==> src/rtl/regression_sample_loader.sv <==
// Write side of the regression sample memory: loads N (x,y) samples from a valid/ready stream,
// then sequences the two-pass regression controller through start1/end1 and start2/end2.
module regression_sample_loader #(
  parameter int unsigned DataW    = 20,
  parameter int unsigned AddrW    = 8,
  parameter int unsigned BaseAddr = 106,
  parameter int unsigned LastAddr = 255
) (
  input  logic             clk_i,
  input  logic             rst_ni,
  input  logic             go_i,
  input  logic             in_valid_i,
  output logic             in_ready_o,
  input  logic [DataW-1:0] in_x_i,
  input  logic [DataW-1:0] in_y_i,
  output logic             mem_we_o,
  output logic [AddrW-1:0] mem_addr_o,
  output logic [DataW-1:0] mem_x_o,
  output logic [DataW-1:0] mem_y_o,
  output logic             start1_o,
  output logic             start2_o,
  input  logic             end1_i,
  input  logic             end2_i,
  output logic             busy_o,
  output logic             done_o,
  output logic [7:0]       sample_cnt_o
);

  localparam logic [AddrW-1:0] BaseA = AddrW'(BaseAddr);
  localparam logic [AddrW-1:0] LastA = AddrW'(LastAddr);

  typedef enum logic [2:0] {
    StIdle, StFill, StFlush, StKick1, StWait1, StKick2, StWait2, StDone
  } state_e;

  state_e           state_q, state_d;
  logic [AddrW-1:0] ptr_q, ptr_d;
  logic [7:0]       cnt_q, cnt_d;
  logic             we_q, we_d;
  logic [AddrW-1:0] addr_q, addr_d;
  logic [DataW-1:0] x_q, x_d;
  logic [DataW-1:0] y_q, y_d;
  logic             accept;

  always_ff @(posedge clk_i or negedge rst_ni) begin
    if (!rst_ni) begin
      state_q <= StIdle;
      ptr_q   <= BaseA;
      cnt_q   <= '0;
      we_q    <= 1'b0;
      addr_q  <= '0;
      x_q     <= '0;
      y_q     <= '0;
    end else begin
      state_q <= state_d;
      ptr_q   <= ptr_d;
      cnt_q   <= cnt_d;
      we_q    <= we_d;
      addr_q  <= addr_d;
      x_q     <= x_d;
      y_q     <= y_d;
    end
  end

  assign accept = (state_q == StFill) && in_valid_i;

  always_comb begin
    state_d = state_q;
    ptr_d   = ptr_q;
    cnt_d   = cnt_q;
    // Write port is a one-cycle registered copy of the accepted beat; addr/data hold otherwise.
    we_d    = accept;
    addr_d  = accept ? ptr_q  : addr_q;
    x_d     = accept ? in_x_i : x_q;
    y_d     = accept ? in_y_i : y_q;
    unique case (state_q)
      StIdle: begin
        if (go_i) begin
          state_d = StFill;
          ptr_d   = BaseA;
          cnt_d   = '0;
        end
      end
      StFill: begin
        if (accept) begin
          cnt_d = cnt_q + 8'd1;
          // Pointer parks on the last address so it never wraps within a run.
          if (ptr_q == LastA) state_d = StFlush;
          else                ptr_d   = ptr_q + 1'b1;
        end
      end
      StFlush: state_d = StKick1;
      StKick1: state_d = StWait1;
      StWait1: if (end1_i) state_d = StKick2;
      StKick2: state_d = StWait2;
      StWait2: if (end2_i) state_d = StDone;
      StDone:  state_d = StIdle;
      default: state_d = StIdle;
    endcase
  end

  assign in_ready_o   = (state_q == StFill);
  assign mem_we_o     = we_q;
  assign mem_addr_o   = addr_q;
  assign mem_x_o      = x_q;
  assign mem_y_o      = y_q;
  assign start1_o     = (state_q == StKick1);
  assign start2_o     = (state_q == StKick2);
  assign busy_o       = (state_q != StIdle);
  assign done_o       = (state_q == StDone);
  assign sample_cnt_o = cnt_q;

endmodule

==> config.mk <==
export PLATFORM = sky130hd
export DESIGN_NAME = regression_sample_loader
export DESIGN_NICKNAME = d
export VERILOG_FILES = /design/src/rtl/regression_sample_loader.sv
export SDC_FILE = /design/constraint.sdc
export NUM_CORES = 1
export LEC_CHECK = 0
export BUFFER_PORTS_ARGS = -buffer_cell sky130_fd_sc_hd__clkbuf_2
export CAP_MARGIN = 20
export CORE_MARGIN = 10
export CORE_UTILIZATION = 52
export DETAILED_ROUTE_END_ITERATION = 10
export PLACE_DENSITY = 0.9
export SKIP_CTS_REPAIR_TIMING = 1
export SLEW_MARGIN = 15
export SYNTH_ARGS = -nofsm -noshare
export SYNTH_HDL_FRONTEND = slang
export SYNTH_SLANG_ARGS = --single-unit
==> constraint.sdc <==
create_clock -name clk_i -period 3.3 [get_ports clk_i]
set_input_delay 0.66 -clock clk_i [delete_from_list [all_inputs] [get_ports clk_i]]
set_output_delay 0.66 -clock clk_i [all_outputs]
set_load 0.005 [all_outputs]
# Word level (Yosys, flattened, before mapping)
# Index checks and enable logic that the tools add are counted.
[word_totals]
ff_bits = 68
input_bits = 46
elab_cells = 43
[op_classes]
n_eq_ne = 14
n_addsub = 2
reduce_logical = 7
n_mux = 13
[op_table]
columns = ["cell", "count"]
rows = [
  ["two-way mux 8 bit", 5],
  ["case mux 8 bit (2 select lines)", 2],
  ["case mux 3 bit (8 select lines)", 1],
  ["adder 8 x 1 -> 8 bit, second input constant", 2],
  ["two-way mux 3 bit", 5],
  ["== test 3 bit, second input constant", 4],
  ["== test 8 bit, second input constant", 1],
  ["inequality test 2 bit, second input constant", 4],
  ["== test 3 x 2 -> 1 bit, second input constant", 2],
  ["AND reduction 5 bit", 1],
  ["inequality test 2 x 1 -> 1 bit, second input constant", 2],
  ["AND reduction 4 bit", 1],
  ["== test 3 x 1 -> 1 bit, second input constant", 1],
  ["zero test 3 bit", 1],
  ["AND reduction 3 bit", 1],
  ["nonzero test 3 bit", 1],
  ["nonzero test 2 bit", 1],
  ["logical AND 1 bit", 1],
]

# Longest topological paths before layout
# Gate-level depths: netlist of the first run.
[depth]
word_depth = 4
ltp_mapped = 10

# Worst setup path after synthesis of the first run
# No wires, ideal clock.
[synth_path]
path_kind = "register to output"
start = "register state_q[2]"
end = "output in_ready_o"
t_arrival_ns = 1.046
setup_slack_ns = 1.594
required_time_ns = 2.640
path_stages_with_launch = 5
cell_sequence = "dfrtp_1 -> buf_6 -> or3b_1 -> buf_4 -> clkinv_4"
[synth_via]
elab_chain_cells = 1
[synth_rtl]
columns = ["item", "line", "source"]
rows = [
  ["start: declaration", "36", "state_e state_q, state_d;"],
  ["start signal: assignment", "47", "state_q <= StIdle;"],
  ["start signal: assignment", "55", "state_q <= state_d;"],
  ["== test 3 x 1 -> 1 bit", "102", "assign in_ready_o = (state_q == StFill);"],
  ["end: declaration", "13", "output logic in_ready_o,"],
]
# No other way between the ends.

# Final worst setup path of the first run
[layout_path]
start = "register state_q[0]"
end = "output in_ready_o"
# The elaborated chain is that of the path after synthesis.

==> results.json, run 1 <==
{
  "antenna_found_initial": 0,
  "grt_max_degree": 69,
  "fin_setup_tns_ns": 0,
  "finalInstanceArea_sq_mm": 0.00367,
  "avgSynthCellArea_sq_um": 9.05,
  "r2r_slack_ns": 1.04,
  "track_usage": 0.163,
  "fin_crit_sh": 0.703,
  "grt_pass1_vias": 2622,
  "cts_root_buffer": "clkbuf_8",
  "clkSlewWorstSetupHoldPaths_ns": 0.07,
  "powerDensity_mw_per_mm2": 865,
  "outcome": "complete, no violations",
  "clock-sinks": 68,
  "hp-class": "flop to flop",
  "layout.nets": 472,
  "cts_made_buffers": 9,
  "cts_buffer_depth": 2,
  "p_leak_nw": 2.05,
  "min_period_ns": 2.32,
  "final_cell_mix": "nand2_1 (152), clkbuf_2 (106), dfrtp_1 (64)",
  "async_flop_share": 1.00,
  "std_cell_rows": 27,
  "maxCapViolCount": 0,
  "first_pass_iters": 4,
  "worst_hold_slack_ns": 0.473,
  "critical_path_arrival_ns": 1.66,
  "die_area_sq_mm": 0.00891,
  "crit_family": "simple AND/OR/NAND/NOR gates",
  "final_common_cell": "nand2_1",
  "htree_levels": 3,
  "maxSlewViolCount": 0,
  "relSlewSlack": 0.451,
  "die-width_microns": 94.4,
  "r2r_start": "state_q[0]",
  "slowest_delay_ns": 0.57,
  "core_area_sq_mm": 0.00544,
  "crit_chain": "or3b_1, clkinv_4, clkbuf_2",
  "fmax_ghz": 0.431,
  "drt-initial-drc-count": 129,
  "drt-total-wl_microns": 7260,
  "worstMarginPinSlew_ns": 0.824,
  "cp_max_fo": 10,
  "postRouteAntennaNets": 0,
  "dpl.hpwl_microns": 5250,
  "worstSetupPathType": "flop to output pin",
  "crit_slowest_cell": "or3b_1",
  "synth_ff_type": "dfrtp_1",
  "cp_data_required_time_ns": 2.64,
  "synth_cell_type_count": 36,
  "synth_edf_count": 0,
  "port_buffers": 107,
  "via_per_inst": 5.06,
  "crit_path_end_kind": "output pin",
  "clk_latency_ns": 0.33,
  "dpl_cell_area_sq_mm": 0.00343,
  "synth-seq-cells": 68,
  "worstSetupStartpointType": "flop",
  "synth_nets": 366,
  "dieHeight_microns": 94.4,
  "drive_gt1_frac": 0.312,
  "io_pins": 108,
  "dp_cells": 485,
  "path_buf_inv": 2,
  "drc_errors": 0,
  "rsz0062_at_grt": "false",
  "diodes": 0,
  "vias": 2536,
  "worstHoldStart": "mem_x_o[19]",
  "max-vdd-ir-drop_uv": 508,
  "wl_per_cell_microns": 14.5,
  "syn_inst": 318,
  "fin_skew_ns": 0.00549,
  "final-hold-violation-count": 0,
  "syn_area_sq_mm": 0.00288,
  "crit_start": "state_q[0]",
  "ys_warn_count": 0,
  "initial_core_util": 0.529,
  "seq_area_frac_synth": 0.593,
  "gr-total-overflow": 0,
  "cts_tree": "done",
  "finalSetupViolations": 0,
  "grt_pass1_wl_microns": 11800,
  "syn_to_final_growth_pct": 27.5,
  "gp_congestion": 0.876,
  "final_cells": 501
}
## power by group
group	total (mW)	leakage, nW	switching, mW	internal [mW]
sequential	1.37	0.864	0.224	1.15
combinational	1.00	1.08	0.567	0.433
clock	0.802	0.109	0.300	0.502
total	3.17	2.05	1.09	2.08
## cell families after synthesis
family                   after synthesis  share of synthesized area
adder cells (fa/ha/maj)                2                    0.00870
multiplexers                           2                    0.00739
XOR/XNOR                               1                    0.00305
buffers and inverters                 19                     0.0409
flip-flops                            68                      0.593
AND/OR/NAND/NOR                      187                      0.266
AO/OA/AOI/OAI                         39                     0.0809
## path summary, 6_finish.rpt
| path | cells past startpoint | to |
|---|---|---|
| hold / removal | 2 | mem_x_o[19] |
| setup / recovery | 3 | in_ready_o |
| hold reg to reg | 2 | mem_x_o[19] |
| max in group asynchronous | 2 | ptr_q[2] |
| setup reg to reg | 7 | mem_y_o[7] |
| min in group asynchronous | 2 | state_q[0] |
## sequential cells by signal (all words and copies together) (netlist names)
register and flops:
mem_y_o 20, mem_addr_o 8, state_q 3, sample_cnt_o 8, ptr_q 8, mem_x_o 20, mem_we_o 1
## cell usage after synthesis, types with 2 or more instances
master    count  share of area
nand2_1     152           0.20
dfrtp_1      64           0.56
o21ai_0      19          0.033
nor2_1       11          0.014
a31oi_1       8          0.017
buf_4         7          0.018
clkbuf_1      6         0.0078
and3_1        5          0.011
dfstp_2       4          0.037
nand3_1       4         0.0070
nand2b_1      3         0.0065
or3_1         3         0.0065
a21oi_1       2         0.0035
a22o_1        2         0.0061
buf_6         2         0.0078
ha_1          2         0.0087
inv_1         2         0.0026
nand4_1       2         0.0043
nor3_1        2         0.0035
nor4_1        2         0.0043
## worst reg2reg max path, cell delays in order, from the launching register on
cell      delay, ns
dfrtp_1        0.50
or3b_1         0.57
clkinv_4       0.14
nand2_4        0.06
inv_2          0.43
buf_4          0.35
nand2_1        0.08
nand2_1        0.07
## through the flow
| step | util | power, mW | setup WS (ns) |
|---|---|---|---|
| global placement | 0.630 | 2.34 | 1.14 |
| global route | 0.674 | 3.42 | 0.849 |
| floorplan | - | 1.93 | 1.59 |
| detailed placement | 0.630 | 2.40 | 1.07 |
| finish | 0.674 | 3.17 | 0.982 |
| CTS | 0.674 | 3.21 | 0.981 |
## layer usage
metal  vias to the layer above  share of wire  global-route usage
met1                      1208           0.41               0.183
met3                         8          0.084              0.0531
met4                         0          0.012              0.0734
met5                         -              0                   0
li1                       1238              -                   -
met2                        82           0.50               0.276
## layout make-up
class / instances / area (sq um)
fill: 461 / 1770
sequential: 68 / 1710
multi-input combinational: 231 / 1050
timing repair buffer: 110 / 558
clock buffer: 10 / 128
clock inverter: 6 / 113
tap: 72 / 90.1
inverter: 4 / 20.0
Power figures use the tool's default switching activity.
==> inputs of run 2 (changes only) <==
Settings changed: CORE_UTILIZATION 52 to 49, PLACE_DENSITY 0.9 to 0.86.
Clock period 3.3 ns to 2.25 ns, I/O delays scaled along.
==> run 2 against run 1 <==
Count of clock-buffer cells in the layout increased by 1. Final cell count increased by 0.60%. Wire length increased by 0.55%. Worst hold slack got worse by 0.36 ns. Utilization decreased by 2.4 points. Highest routed layer unchanged. Global-route usage decreased by 1.0 points. Sequential cell count unchanged. Setup slack got worse by 0.75 ns. Clock power increased by 17%. Via count decreased by 0.67%. Clock skew about the same. Die area increased by 4.8%.
==> results.json, run 2 (synthesized netlist as in run 1, its figures left out) <==
{
  "cts_root_buffer": "clkbuf_8",
  "antenna_found_initial": 0,
  "grt_pass1_wl_microns": 12200,
  "vias": 2519,
  "crit_end": "mem_y_o[1]",
  "cp_max_fo": 27,
  "dieHeight_microns": 96.6,
  "setup_ws_ns": 0.228,
  "cp_data_required_time_ns": 2.51,
  "cts_tree": "done",
  "clk_latency_ns": 0.33,
  "crit_chain": "or3b_1, clkinv_4, nand2_4, inv_2, buf_4, nand2_1, nand2_1",
  "slowest_delay_ns": 0.48,
  "powerDensity_mw_per_mm2": 1220,
  "fmax_ghz": 0.494,
  "fin_util": 0.650,
  "drive_gt1_frac": 0.315,
  "gr-total-overflow": 0,
  "first_pass_iters": 6,
  "maxCapViolCount": 0,
  "relSlewSlack": 0.759,
  "drt-initial-drc-count": 205,
  "multi_input_area_sq_mm": 0.00105,
  "clkSlewWorstSetupHoldPaths_ns": 0.07,
  "worstSetupPathType": "flop to flop",
  "worstMarginPinSlew_ns": 0.362,
  "r2r_start": "state_q[2]",
  "htree_levels": 3,
  "std_cell_rows": 27,
  "outcome": "complete, no violations",
  "worst-path-stages": 7,
  "dpl_cell_area_sq_mm": 0.00346,
  "ff2ff_path_depth": 7,
  "max-vdd-ir-drop_uv": 573,
  "fillers": 479,
  "drt-total-wl_microns": 7300,
  "path_common_cell": "nand2_1",
  "track_usage": 0.153,
  "rsz0062_at_grt": "false",
  "min_period_ns": 2.02,
  "port_buffers": 107,
  "fin_skew_ns": 0.00540,
  "layout.nets": 475,
  "final_common_cell": "nand2_1",
  "diodes": 0,
  "hp-class": "input pin to asynchronous set/reset pin",
  "crit_slowest_cell": "dfrtp_1",
  "cts_buffer_depth": 2,
  "regArea_sq_mm": 0.00171,
  "die_area_sq_mm": 0.00934,
  "grt_pass1_vias": 2562,
  "crit_path_end_kind": "flop",
  "maxSlewViolCount": 0,
  "final_cell_mix": "nand2_1 (152), clkbuf_2 (106), dfrtp_1 (64)",
  "initial_core_util": 0.513,
  "postRouteAntennaNets": 0,
  "syn_to_final_growth_pct": 26.8,
  "post-place-ws_ns": 0.255,
  "drc_errors": 0,
  "die-width_microns": 96.6,
  "final-hold-violation-count": 0,
  "worstSetupStartpointType": "flop",
  "crit_family": "simple AND/OR/NAND/NOR gates",
  "cts_made_buffers": 9,
  "clock-sinks": 68,
  "r2r-end": "mem_y_o[1]",
  "wl_per_cell_microns": 14.5,
  "fin_crit_sh": 0.899,
  "fin_setup_tns_ns": 0,
  "crit_start": "state_q[2]",
  "finalSetupViolations": 0,
  "finalInstanceArea_sq_mm": 0.00365,
  "via_per_inst": 5.00,
  "r2r_slack_ns": 0.23,
  "dpl.hpwl_microns": 5400,
  "core_area_sq_mm": 0.00561,
  "path_buf_inv": 3,
  "critical_path_arrival_ns": 2.29,
  "grt_max_degree": 69,
  "p_leak_nw": 2.06,
  "p_total_mw": 4.44,
  "gp_congestion": 0.907,
  "io_pins": 108
}
run 2: cell types whose count changed in the layout (fill, tap and decap cells not counted), sizes merged:
| cell | delta |
|---|---|
| clkinv | +3 |
| clkbuf | +1 |
| clkinvlp | -2 |
| bufinv | -2 |
| buf | +3 |
run 2: how the worst min path moves through the flow:
stage / endpoint / cells after the start / slack (ns) / from
6_report: state_q[1] / 2 / 0.11 / rst_ni
5_1_grt: state_q[1] / 2 / 0.15 / rst_ni
4_1_cts: state_q[1] / 2 / 0.13 / rst_ni
3_5_place_dp: mem_y_o[7] / 2 / 0.46 / mem_y_o[7]
3_3_place_gp: mem_x_o[10] / 2 / 0.46 / mem_x_o[10]
2_1_floorplan: mem_addr_o[0] / 0 / 0.15 / rst_ni
run 2: power by group:
part | leakage, nW | switching [mW] | internal (mW)
clock network | 0.0931 | 0.430 | 0.507
registers | 0.864 | 0.333 | 1.68
logic | 1.10 | 0.823 | 0.659
total | 2.06 | 1.59 | 2.85
run 2: per-stage QoR:
step / std cells / hold WS, ns
2_1_floorplan: 318 / 0.154
3_3_place_gp: 488 / 0.457
3_5_place_dp: 488 / 0.461
4_1_cts: 504 / 0.129
5_1_grt: 504 / 0.146
6_report: 504 / 0.111
run 2: routing by layer:
metal / track usage / share of wire / vias to the layer above
met5: 0 / 0 / -
met4: 0.0755 / 0.017 / 0
met3: 0.0497 / 0.075 / 9
met2: 0.237 / 0.47 / 95
met1: 0.186 / 0.44 / 1162
li1: - / - / 1253
run 2: final cells by class:
type / count / share of cell area
clock buffers: 11 / 0.0360
well taps: 72 / 0.0247
inverters: 4 / 0.00549
clock inverters: 5 / 0.0144
repair buffers: 113 / 0.163
flip-flops and latches: 68 / 0.468
multi-input cells: 231 / 0.289
==> inputs of run 3 (changes only) <==
Settings changed: GPL_ROUTABILITY_DRIVEN set to 1, HOLD_SLACK_MARGIN set to 0.12.
Clock period 2.25 ns to 2.1 ns, I/O delays scaled along.
==> run 3 against run 2 <==
Sequential power is 4% higher. Sequential cell count stayed put. Non-clock buffer count is 3 higher. First-iteration DRC count is 45% lower. Global-route usage is 0.074 points lower. Clock power is 5.0% higher. Clock skew hardly changed. Design area is 0.79% higher. Critical path depth stayed put. Utilization is 0.51 points higher. Highest routed layer unchanged.
==> results.json, run 3 (synthesized netlist as in run 1, its figures left out) <==
{
  "maxCapViolCount": 0,
  "outcome": "complete, no violations",
  "relSlewSlack": 0.645,
  "grt_max_degree": 69,
  "drt-initial-drc-count": 113,
  "fin_skew_ns": 0.00501,
  "worstSetupStartpointType": "flop",
  "cp_data_required_time_ns": 2.37,
  "via_per_inst": 5.01,
  "regArea_sq_mm": 0.00171,
  "final_cell_mix": "nand2_1 (152), clkbuf_2 (106), dfrtp_1 (64)",
  "layout.nets": 478,
  "drive_gt1_frac": 0.322,
  "swShare": 0.359,
  "final-hold-violation-count": 0,
  "cts_made_buffers": 9,
  "cts_tree": "done",
  "multi_input_area_sq_mm": 0.00105,
  "fin_setup_tns_ns": 0,
  "intPower_mw": 3.06,
  "track_usage": 0.152,
  "max-vdd-ir-drop_uv": 621,
  "drt-total-wl_microns": 7230,
  "maxSlewViolCount": 0,
  "drc_errors": 0,
  "fin_crit_sh": 0.911,
  "cts_buffer_depth": 2,
  "rsz0062_at_grt": "false",
  "final_common_cell": "nand2_1",
  "crit_path_end_kind": "flop",
  "clock-sinks": 68,
  "fmax_ghz": 0.523,
  "p_total_mw": 4.77,
  "die-width_microns": 96.6,
  "critical_path_arrival_ns": 2.18,
  "gr-total-overflow": 0,
  "powerDensity_mw_per_mm2": 1300,
  "dp_cells": 490,
  "port_buffers": 107,
  "worstSetupPathType": "flop to flop",
  "dieHeight_microns": 96.6,
  "initial_core_util": 0.513,
  "antenna_found_initial": 0,
  "io_pins": 108,
  "p_leak_nw": 2.07,
  "final_cells": 507,
  "wl_per_cell_microns": 14.3,
  "gp_congestion": 0.836,
  "syn_to_final_growth_pct": 27.8,
  "core_area_sq_mm": 0.00561,
  "grt_pass1_vias": 2577,
  "clk_latency_ns": 0.33,
  "first_pass_iters": 6,
  "min_period_ns": 1.91,
  "p_switching_mw": 1.71,
  "pwr-share-seq": 0.443,
  "cts_root_buffer": "clkbuf_8",
  "vias": 2539,
  "p_clk_frac": 0.206,
  "htree_levels": 3,
  "postRouteAntennaNets": 0,
  "diodes": 0,
  "grt_pass1_wl_microns": 12100,
  "clkSlewWorstSetupHoldPaths_ns": 0.07,
  "hp-class": "input pin to flop",
  "combPwrFrac": 0.351,
  "die_area_sq_mm": 0.00934,
  "std_cell_rows": 27,
  "dpl.hpwl_microns": 5210,
  "finalSetupViolations": 0,
  "worstMarginPinSlew_ns": 0.532,
  "cp_max_fo": 22,
  "fillers": 482
}
[run 3: cell types whose count changed in the layout (fill, tap and decap cells not counted)]
| cell | change |
|---|---|
| clkbuf_1 | -2 |
| bufinv_16 | -1 |
| buf_4 | +2 |
| clkbuf_8 | +3 |
| dlygate4sd3_1 | +1 |
[run 3: area by class of cell]
cell class                 instances  area share
clock buffer                      12      0.0449
clock inverter                     4     0.00613
inverter                           4     0.00545
multi-input combinational        231       0.286
sequential                        68       0.464
tap                               72      0.0245
timing repair buffer             116       0.168
[run 3: power by group through the flow]
stage | clock (mW) | combinational, mW | sequential (mW)
2_1_floorplan | 0 | 0.903 | 2.13
3_3_place_gp | 0 | 1.64 | 2.11
3_5_place_dp | 0 | 1.70 | 2.13
4_1_cts | 1.01 | 1.72 | 2.11
5_1_grt | 1.07 | 1.93 | 2.18
6_report | 0.983 | 1.67 | 2.11
[run 3: routing by layer]
| layer | GRT usage | share of wire | vias up |
|---|---|---|---|
| met5 | 0 | 0 | - |
| met4 | 0.0722 | 0.020 | 0 |
| met3 | 0.0532 | 0.088 | 14 |
| met2 | 0.244 | 0.47 | 105 |
| met1 | 0.177 | 0.42 | 1163 |
| li1 | - | - | 1257 |
[run 3: metrics by stage]
step / worst slack, ns / util / hold WS, ns / cell area, sq um
2_1_floorplan: 0.479 / - / 0.124 / 2880
3_3_place_gp: 0.243 / 0.620 / 0.456 / 3480
3_5_place_dp: 0.207 / 0.620 / 0.461 / 3480
4_1_cts: 0.188 / 0.654 / 0.102 / 3660
5_1_grt: 0.0443 / 0.655 / 0.271 / 3670
6_report: 0.188 / 0.655 / 0.272 / 3670
[run 3: path summary, 6_finish.rpt]
path	start	endpoint	slack, ns	depth (start not counted)
worst max-delay path	state_q[1]	mem_addr_o[1]	0.19	7
worst min-delay path	in_x_i[3]	mem_x_o[3]	0.27	3
worst max register to register	state_q[1]	mem_addr_o[1]	0.19	7
worst min register to register	mem_addr_o[6]	mem_addr_o[6]	0.48	2
max in group asynchronous	rst_ni	ptr_q[6]	1.15	3
min in group asynchronous	rst_ni	sample_cnt_o[7]	0.63	3
[run 3: critical path, stage by stage (launching register included)]
cell      delay [ns]
dfrtp_1         0.45
or3b_1          0.46
clkinv_4        0.10
nand2_4         0.05
inv_2           0.31
buf_4           0.31
nand2_1         0.09
nand2_1         0.07
